**src/rtl/eth_tx_scheduler.sv**
```systemverilog
// Ethernet transmit scheduler: arbitrates a per-frame player-state snapshot against
// on-demand game events, launches the RMII transmitter, then waits (with watchdog) and enforces the IFG.
module eth_tx_scheduler #(
  parameter int H_TRIG     = 1024,
  parameter int V_TRIG     = 768,
  parameter int FRAME_DIV  = 1,
  parameter int IFG_CYCLES = 48,
  parameter int TIMEOUT    = 4096
) (
  input  logic        eth_clk,
  input  logic        eth_rst,
  input  logic [10:0] hcount,
  input  logic [9:0]  vcount,
  input  logic [10:0] player_x,
  input  logic [10:0] player_y,
  input  logic [8:0]  direction,
  input  logic [2:0]  game_stat,
  input  logic        evt_req,
  input  logic [15:0] evt_data,
  output logic        evt_ack,
  output logic        tx_start,
  output logic [39:0] tx_payload,
  input  logic        tx_done,
  output logic        sched_busy,
  output logic [7:0]  drop_count,
  output logic        err_timeout
);
  localparam int WCW = $clog2(TIMEOUT + 1);
  localparam int GCW = $clog2(IFG_CYCLES + 1);
  localparam logic [10:0]    H_MATCH    = 11'(H_TRIG);
  localparam logic [9:0]     V_MATCH    = 10'(V_TRIG);
  localparam logic [7:0]     FRAME_LAST = 8'(FRAME_DIV - 1);
  localparam logic [WCW-1:0] WAIT_LAST  = WCW'(TIMEOUT - 1);
  localparam logic [GCW-1:0] GAP_LAST   = GCW'(IFG_CYCLES - 1);

  // Handshake: evt_req is held with stable evt_data until the one-cycle evt_ack,
  // which coincides with tx_start; tx_done is a one-cycle pulse honoured only in S_WAIT.
  typedef enum logic [1:0] {S_IDLE, S_WAIT, S_GAP} state_t;
  state_t state;

  logic           hit, hit_q, trig, take;
  logic [7:0]     frame_cnt;
  logic [33:0]    snap;
  logic           state_pending;
  logic           last_evt;
  logic           grant_state, grant_evt;
  logic [3:0]     seq;
  logic [WCW-1:0] wait_cnt;
  logic [GCW-1:0] gap_cnt;

  assign hit  = (hcount == H_MATCH) && (vcount == V_MATCH);
  assign trig = hit && !hit_q;
  assign take = trig && (frame_cnt == 8'd0);

  // Round-robin only matters on a tie; last_evt resets to 1 so state wins the first tie.
  always_comb begin
    grant_state = 1'b0;
    grant_evt   = 1'b0;
    if (state == S_IDLE) begin
      if (state_pending && evt_req) begin
        grant_state = last_evt;
        grant_evt   = !last_evt;
      end else begin
        grant_state = state_pending;
        grant_evt   = evt_req;
      end
    end
  end

  always_ff @(posedge eth_clk or posedge eth_rst) begin
    if (eth_rst) begin
      hit_q         <= 1'b0;
      frame_cnt     <= 8'd0;
      snap          <= 34'd0;
      state_pending <= 1'b0;
      drop_count    <= 8'd0;
    end else begin
      hit_q <= hit;
      if (trig) frame_cnt <= (frame_cnt == FRAME_LAST) ? 8'd0 : frame_cnt + 8'd1;
      // A snapshot landing on the state grant refills the slot without counting a drop.
      if (take) begin
        snap          <= {player_x, player_y, direction, game_stat};
        state_pending <= 1'b1;
        if (state_pending && !grant_state && drop_count != 8'hFF)
          drop_count <= drop_count + 8'd1;
      end else if (grant_state) begin
        state_pending <= 1'b0;
      end
    end
  end

  always_ff @(posedge eth_clk or posedge eth_rst) begin
    if (eth_rst) begin
      state       <= S_IDLE;
      tx_start    <= 1'b0;
      evt_ack     <= 1'b0;
      tx_payload  <= 40'd0;
      seq         <= 4'd0;
      last_evt    <= 1'b1;
      wait_cnt    <= '0;
      gap_cnt     <= '0;
      sched_busy  <= 1'b0;
      err_timeout <= 1'b0;
    end else begin
      tx_start <= 1'b0;
      evt_ack  <= 1'b0;
      case (state)
        S_IDLE: begin
          if (grant_state || grant_evt) begin
            tx_start   <= 1'b1;
            evt_ack    <= grant_evt;
            tx_payload <= grant_state ? {2'b01, seq, snap} : {2'b10, seq, 18'd0, evt_data};
            seq        <= seq + 4'd1;
            last_evt   <= grant_evt;
            wait_cnt   <= '0;
            sched_busy <= 1'b1;
            state      <= S_WAIT;
          end
        end
        S_WAIT: begin
          if (tx_done) begin
            gap_cnt <= '0;
            state   <= S_GAP;
          end else if (wait_cnt == WAIT_LAST) begin
            err_timeout <= 1'b1;
            gap_cnt     <= '0;
            state       <= S_GAP;
          end else begin
            wait_cnt <= wait_cnt + WCW'(1);
          end
        end
        S_GAP: begin
          if (gap_cnt == GAP_LAST) begin
            sched_busy <= 1'b0;
            state      <= S_IDLE;
          end else begin
            gap_cnt <= gap_cnt + GCW'(1);
          end
        end
        default: state <= S_IDLE;
      endcase
    end
  end
endmodule

```
**config.mk**
```make
export PLATFORM = sky130hd
export DESIGN_NAME = eth_tx_scheduler
export DESIGN_NICKNAME = d
export VERILOG_FILES = /design/src/rtl/eth_tx_scheduler.sv
export SDC_FILE = /design/constraint.sdc
export NUM_CORES = 1
export LEC_CHECK = 0
export CORE_ASPECT_RATIO = 1.5
export CORE_UTILIZATION = 50
export CTS_CLUSTER_SIZE = 28
export DETAILED_ROUTE_END_ITERATION = 7
export PLACE_DENSITY = 0.81
export SLEW_MARGIN = 20
export SYNTH_ARGS = -nofsm -noshare
export SYNTH_HDL_FRONTEND = slang
export SYNTH_SLANG_ARGS = --single-unit
```
**constraint.sdc**
```tcl
create_clock -name eth_clk -period 8.95 [get_ports eth_clk]
set_input_delay 1.79 -clock eth_clk [delete_from_list [all_inputs] [get_ports eth_clk]]
set_output_delay 1.79 -clock eth_clk [all_outputs]
set_load 0.1 [all_outputs]
```
Yosys cells after proc, flatten, opt, wreduce, memory -nomap -nowiden
Cells that the tools add are included.

Memories kept: 0. Memory bits (read-only): 0. RAM bits: 0. Output and inout port bits: 52. Word-level logic and storage cells: 85. Bits in latches: 0. Register bits: 122. Bits of input ports: 75.

Eq/ne operators: 13. Reductions and logical operators: 23. Add/sub/neg operators: 5. Bitwise operators: 1. Div/mod/pow operators: 0. Order comparisons: 0. Muxes and demuxes: 28. Multipliers: 0. Shift operators: 0.

Operators by type and width (count): 40-bit two-way mux (1); 13-bit two-way mux (3); 13-bit case mux with 2 select lines (1); 6-bit two-way mux (3); 8-bit by 1-bit adder with 8-bit output (second input constant) (2); 13-bit by 1-bit adder with 13-bit output (second input constant) (1); 13-bit by 12-bit equality test with 1-bit output (second input constant) (1); 1-bit two-way mux (12); 6-bit case mux with 2 select lines (1); 3-bit AND reduction (4); 11-bit equality test (second input constant) (1); 10-bit equality test (second input constant) (1); 8-bit logical NOT (1); 2-bit two-way mux (4); 8-bit two-way mux (1); 2-bit inequality test (second input constant) (4); 8-bit inequality test (second input constant) (1); 2-bit nonzero test (4); 6-bit by 1-bit adder with 6-bit output (second input constant) (1); 6-bit equality test (second input constant) (1); 1-bit logical AND (6); 2-bit case mux with 3 select lines (1); 4-bit by 1-bit adder with 4-bit output (second input constant) (1); 2-bit AND reduction (2); other kinds (10) (12).

Longest topological paths before layout
Gate-level depths: netlist (run 1).

Word-level depth: 7. Depth in mapped cells: 9. Mapped depth without buffers: 7.

Worst setup path after synthesis (run 1)
OpenSTA, ideal clock, no wires.

Path kind: in2reg. Start point: input vcount[1]. End point: register drop_count[5]. Stages on the path: 6. Setup time: 0.162 ns. Required time: 8.788 ns. Setup slack: 5.551 ns. Arrival: 3.236 ns. Cell sequence: nor4bb_1 -> nand4_1 -> or4_4 -> buf_6 -> nor4_4 -> xor2_1.

Longest elaborated chain between the ends: 5.

RTL lines: from (decl) (line 13) `input logic [9:0] vcount,`; 10-bit equality test (line 51) `assign hit = (hcount == H_MATCH) && (vcount == V_MATCH);`; 1-bit logical AND (line 51); 1-bit logical AND (line 52) `assign trig = hit && !hit_q;`; 1-bit logical AND (line 53) `assign take = trig && (frame_cnt == 8'd0);`; 2-bit AND reduction (no line); to (signal assigned) (line 85) `drop_count <= drop_count + 8'd1;`; to (decl) (line 25) `output logic [7:0] drop_count,`.

Every way passes these cells. A chain may end at the register's enable or synchronous reset.

Worst setup path after layout (run 1)
Start point: input evt_req. End point: register seq[3].

Longest elaborated chain between the ends: 5.

RTL lines: from (decl) (line 18) `input logic evt_req,`; 1-bit logical AND (line 60) `if (state_pending && evt_req) begin`; 1-bit two-way mux (line 60); 1-bit two-way mux (line 59) `if (state == S_IDLE) begin`; 1-bit logical OR * (line 109) `if (grant_state || grant_evt) begin`; 2-bit AND reduction (no line) *; to (signal assigned) (line 113) `seq <= seq + 4'd1;`; to (decl) (line 47) `logic [3:0] seq;`.

Every way passes the cells marked *; elsewhere a longest branch is shown, timed or not.

==> impl_results.md, run 1 <==
- First-pass GRT wire length: 20.7 mm
- Total net switching power: 834 uW
- Largest net degree at the start of global routing: 88
- Area leader, netlist: dfrtp_1
- Final HPWL DP: 8.42 mm
- Number of remaining DRC errors: 0
- TritonRoute pass-1 iters: 5
- Area delta synth->final: 37.9%
- Critical path class: input pin to register
- Synth top area cells: dfrtp_1 (59%), nand2_1 (13%), a22o_1 (3.4%)
- Fin Clk Skew: 0.00943 ns
- Clk pwr share: 0.331
- Via count: 4304
- Syn Area/Cell: 9.93 sq um
- Status: finished clean
- Crit path DAT: 4.45 ns
- Combinational cell fraction of total power: 0.332
- Setup TNS: 0 ns
- Mapped cell area: 5170 sq um
- Starting Density: 0.513
- TritonCTS Buffers: 17
- Switch share: 0.403
- Crit path required time: 9.29 ns
- H-tree levels: 4
- Min-delay worst type: register to register
- Synth unique cells: 49
- Worst Hold Margin: 0.459 ns
- Highest metal used: met4
- Critical path peak fanout: 42
- Internal: 1230 uW
- Max Slew Vio Count: 0
- IO Count: 127
- Ys flop type: dfrtp_1
- Vias in the first global route: 4373
- WL/cell: 16.1 microns
- GPL Wtd Cong: 0.884
- Worst Setup Start Kind: input pin
- Reg clk slew, reported paths: 0.06 ns
- Post-Route WL: 12.5 mm
- Chip Height: 127 microns
- Worst VDD drop: 0.000152 V
- Row count: 45
- Worst Hold Path Cells: 1
- Post-route insts no fill: 777
- Final period util: 0.460
- Post-synth EDFFs: 0
- Setup Viol. Count Final: 0
- GRT Residual Overflow: 0
- Post-Syn Instances: 521
- Rel. slew slack: 0.263
- Async SR Flop Fraction: 1.00
- Yosys reg bits: 122
- Port Buffers: 126
- Fill cells: 708
- Die X: 85.1 microns
- MaxCap Viol Count: 0
- Total core area: 10100 sq um
- Worst-Skew Late Latency: 0.41 ns
- Placed Cells: 745
- Initial drt markers: 282
- Top cell type's share of synthesized area: 0.585
- Post-Syn Nets: 602
- Worst Setup End Kind: register
- Pleak: 0.00336 uW
- Commonest non-fill, non-tap cell in the layout: nand2_1
- Vias per cell: 5.54
- Top achievable clock speed: 243 MHz
- Routed wl met2: 6.52 mm
- Post-CTS sizing: 0
- Area of the die: 10800 sq um
- Most frequent cells in the layout: nand2_1 (177), clkdlybuf4s50_1 (126), dfrtp_1 (121), a22o_1 (20), o21ai_0 (19)
- Min Clock Period, post-route: 4.11 ns
- Register area share after synthesis: 0.590
- Initial antenna violation count: 0
- Cts hold-fix bufs: 0
- CTS root buf: clkbuf_16
- # clock sinks: 122
- RSZ-0062 raised after global routing: false
- CTS tree: yes
- Warnings, synthesis: 0
- Reg2reg setup slack: 6.12 ns
- GRT Util Overall: 0.251
- Post-DRT Antenna Nets: 0
- Diode count: 0
- Worst-Margin Slew: 1.09 ns
- Worst Reg-to-Reg Cells: 7
- Final-report hold violation count: 0
- Post-CTS Setup Bufs: 0
- Nets@finish: 728
- Met1 Routed Length: 4.87 mm
- Seq pwr share: 0.338
- CTS Buffer Depth: 2
- Total power: 2070 uW
- Met3 WL post-DR: 883 microns
- Power Density: 290 nW/um^2
- Fraction of layout cells with a size suffix above 1: 0.0742
==> per-layer routing <==
layer | track usage | up-vias
met5 | 0 | -
met4 | 0.0937 | 0
met3 | 0.0898 | 21
met2 | 0.424 | 167
met1 | 0.293 | 2076
li1 | - | 2040
==> final cells by class <==
type | instances | area, sq um | area share
repair buffers | 129 | 1290 | 0.180
clock buffers | 20 | 467 | 0.0654
clock inverters | 12 | 139 | 0.0195
flip-flops and latches | 122 | 3050 | 0.428
well taps | 117 | 146 | 0.0205
multi-input cells | 364 | 1990 | 0.279
inverters | 13 | 51.3 | 0.00719
==> flip-flops by register name (all words and copies together), names as in the netlist <==
signal,cells
tx_payload,40
snap,34
wait_cnt,13
drop_count,8
frame_cnt,8
gap_cnt,6
seq,4
state,2
err_timeout,1
evt_ack,1
hit_q,1
last_evt,1
sched_busy,1
state_pending,1
tx_start,1
==> cell usage after synthesis, types with 3 or more instances <==
library cell  number
buf_1              3
xor2_1             4
clkbuf_1          14
nor4_1             7
xnor2_1           12
dfrtp_1          121
a41oi_1            3
buf_2              4
nand2b_1           5
ha_1               6
nand3_1           15
nand2_1          177
nand4_1            7
a22oi_1           16
nor3_1             7
or3_1              3
a21o_1             3
o21ai_0           19
a21oi_1           10
nor2_1            16
a22o_1            20
inv_1             11
and3_1             3
==> power by group through the flow <==
stage	registers [uW]	logic [uW]	clock network, uW
finish	698	686	684
CTS	697	689	691
floorplan	1020	176	0
global route	706	722	717
detailed placement	704	685	0
global placement	703	673	0
==> through the flow <==
stage | utilization | area (sq um) | setup WS (ns)
detailed placement | 0.647 | 6530 | 4.43
floorplan | - | 5170 | 3.92
CTS | 0.708 | 7130 | 4.85
global placement | 0.647 | 6530 | 4.52
global route | 0.708 | 7130 | 4.64
finish | 0.708 | 7130 | 4.84
==> worst max-delay path, stage by stage <==
cell and delay [ns]:
clkdlybuf4s50_1 0.51, nand2b_1 0.09, and3_1 0.18, buf_4 0.26, nor2_4 0.79, clkinv_1 0.46, nand4_1 0.23, xnor2_1 0.13
==> path summary, 6_finish.rpt <==
path	startpoint	end
worst max-delay path	evt_req	seq[3]
worst min-delay path	err_timeout	err_timeout
worst max register to register	state[0]	seq[3]
worst min register to register	err_timeout	err_timeout
max in group asynchronous	eth_rst	wait_cnt[5]
min in group asynchronous	eth_rst	seq[2]
==> kinds of logic (layout without fill, tap and decap cells) <==
logic type | count (synthesis) | in the layout | share of synthesized area
adders and majority gates | 6 | 6 | 0.0145
buffers and inverters | 35 | 174 | 0.0278
xor gates and xnor gates | 16 | 16 | 0.0271
muxes | 3 | 3 | 0.00605
AOI/OAI and AO/OA | 86 | 86 | 0.118
DFF | 122 | 122 | 0.590
and+or+nand+nor | 253 | 253 | 0.216
No activity file was read; power rests on OpenSTA's default activity.
==> run 2: changes to the inputs <==
--- a/config.mk
+++ b/config.mk
@@ -6,10 +6,10 @@
 export NUM_CORES = 1
 export LEC_CHECK = 0
 export CORE_ASPECT_RATIO = 1.5
-export CORE_UTILIZATION = 50
+export CORE_UTILIZATION = 45
 export CTS_CLUSTER_SIZE = 28
 export DETAILED_ROUTE_END_ITERATION = 7
-export PLACE_DENSITY = 0.81
+export PLACE_DENSITY = 0.77
 export SLEW_MARGIN = 20
 export SYNTH_ARGS = -nofsm -noshare
 export SYNTH_HDL_FRONTEND = slang
==> constraint.sdc (replaced) <==
create_clock -name eth_clk -period 3.5 [get_ports eth_clk]
set_input_delay 0.7 -clock eth_clk [delete_from_list [all_inputs] [get_ports eth_clk]]
set_output_delay 0.7 -clock eth_clk [all_outputs]
set_load 0.1 [all_outputs]
==> run 2 against run 1 <==
Against the previous run: worst setup slack worse by 4.1 ns; critical path depth decreased by 7; sequential cell count did not move; critical endpoint is now drop_count[5]; largest power group is now combinational cells.
==> impl_results.md, run 2 (synthesis gave the netlist of run 1 again) <==
- Status: finished clean
- Reg2reg setup slack: 1.17 ns
- Final HPWL DP: 9.12 mm
- Via count: 4400
- Nets@finish: 735
- RSZ-0062 raised after global routing: false
- Cts hold-fix bufs: 0
- Max FFs per register: 40
- Biggest regs: tx_payload x40, snap x34, wait_cnt x13
- GRT Residual Overflow: 0
- Vias per cell: 5.41
- Fraction of layout cells with a size suffix above 1: 0.0840
- Post-Route WL: 13.1 mm
- R2R Path Start: state[0]
- Starting Density: 0.465
- Crit path DAT: 2.02 ns
- Crit-path cells: clkdlybuf4s50_1
- CP max stage cell: clkdlybuf4s50_1
- MaxCap Viol Count: 0
- Largest net degree at the start of global routing: 55
- Final period util: 0.777
- Number of remaining DRC errors: 0
- IO Count: 127
- Area of placed instances: 6630 sq um
- Min Clock Period, post-route: 2.72 ns
- Reg clk slew, reported paths: 0.05 ns
- Worst-Skew Late Latency: 0.41 ns
- Reg2reg end: gap_cnt[1]
- Placed Cells: 782
- Setup crit end: drop_count[5]
- Worst Reg-to-Reg Cells: 5
- Initial drt markers: 250
- Post-CTS sizing: 0
- Commonest non-fill, non-tap cell in the layout: nand2_1
- Fin Clk Skew: 0.00767 ns
- Most frequent cells in the layout: nand2_1 (177), dfrtp_1 (121), clkdlybuf4s50_1 (120), a22o_1 (20), o21ai_0 (19)
- TritonCTS Buffers: 17
- Worst Setup End Kind: output pin
- Top achievable clock speed: 368 MHz
- Post-DRT Antenna Nets: 0
- Post-route design area: 7220 sq um
- Worst Hold Path Cells: 2
- Setup crit start: drop_count[5]
- Worst Hold Margin: 0.465 ns
- CP bufs+invs: 1
- CTS root buf: clkbuf_16
- Setup Viol. Count Final: 0
- Worst Setup Start Kind: register
- Post-CTS Setup Bufs: 0
- Worst VDD drop: 0.000398 V
- Final-report hold violation count: 0
- H-tree levels: 4
- Pleak: 0.00340 uW
- First-pass GRT wire length: 21.6 mm
- Reg with most FFs: tx_payload
- Worst-Margin Slew: 0.989 ns
- CTS Buffer Depth: 2
- Critical path peak fanout: 4
- # clock sinks: 122
- Initial antenna violation count: 0
- GRT Util Overall: 0.240
- Port Buffers: 126
- Area delta synth->final: 39.5%
- GPL Wtd Cong: 0.836
- Chip Height: 133 microns
- Die X: 89.6 microns
- Total core area: 11100 sq um
- Area of the die: 11900 sq um
- Post-route insts no fill: 814
- Critical path depth: 1
- Diode count: 0
- CTS tree: yes
- Fill cells: 846
- Rel. slew slack: 0.339
- Crit path required time: 2.80 ns
- WL/cell: 16.1 microns
- Max Slew Vio Count: 0
- Vias in the first global route: 4512
- Critical path's largest stage delay: 1.17 ns
- Setup TNS: 0 ns
- Row count: 47
- Power Density: 737 nW/um^2
- TritonRoute pass-1 iters: 5
- Min-delay worst type: register to register
- Critical path class: register to output pin
- CP top delay family: buffers and inverters
run 2: where the power goes:
| part | switching (uW) | internal (uW) |
|---|---|---|
| clock network | 590 | 1150 |
| logic | 1330 | 459 |
| registers | 175 | 1600 |
| total | 2100 | 3220 |
run 2: worst min-delay path by stage:
stage	startpoint	endpoint	slack, ns
after floorplan	snap[29]	snap[29]	0.44
after global placement	err_timeout	err_timeout	0.44
after detailed placement	snap[32]	snap[32]	0.46
after CTS	snap[32]	snap[32]	0.47
after global routing	snap[26]	snap[26]	0.48
final	tx_payload[12]	tx_payload[12]	0.47
run 2: final cells by class:
class                      instances  area [sq um]  share of cell area
clock buffer                      25           475              0.0659
clock inverter                     7           115              0.0160
inverter                          13          52.6             0.00728
multi-input combinational        364          1990               0.276
sequential                       122          3050               0.423
tap                              147           184              0.0255
timing repair buffer             136          1350               0.187
run 2: routing by layer:
layer  share of wire  routed length [microns]  global-route usage  up-vias
met2            0.54                     7080               0.413      163
met1            0.39                     5130               0.284     2174
met3           0.057                      748              0.0706       17
met5               0                        0                   0        -
met4           0.014                      181              0.0723        0
li1                -                        -                   -     2046
run 2: through the flow:
| step | worst slack (ns) | util | power, uW |
|---|---|---|---|
| floorplan | 1.19 | - | 3070 |
| global placement | 0.656 | 0.596 | 3550 |
| detailed placement | 0.577 | 0.596 | 3580 |
| CTS | 0.786 | 0.649 | 5340 |
| global route | 0.746 | 0.649 | 5530 |
| finish | 0.780 | 0.649 | 5320 |
run 2: tightest hold or removal path, stage by stage, from the launching register on:
cell and delay (ns):
dfrtp_1 0.34, nand2_1 0.05, nand2_1 0.05
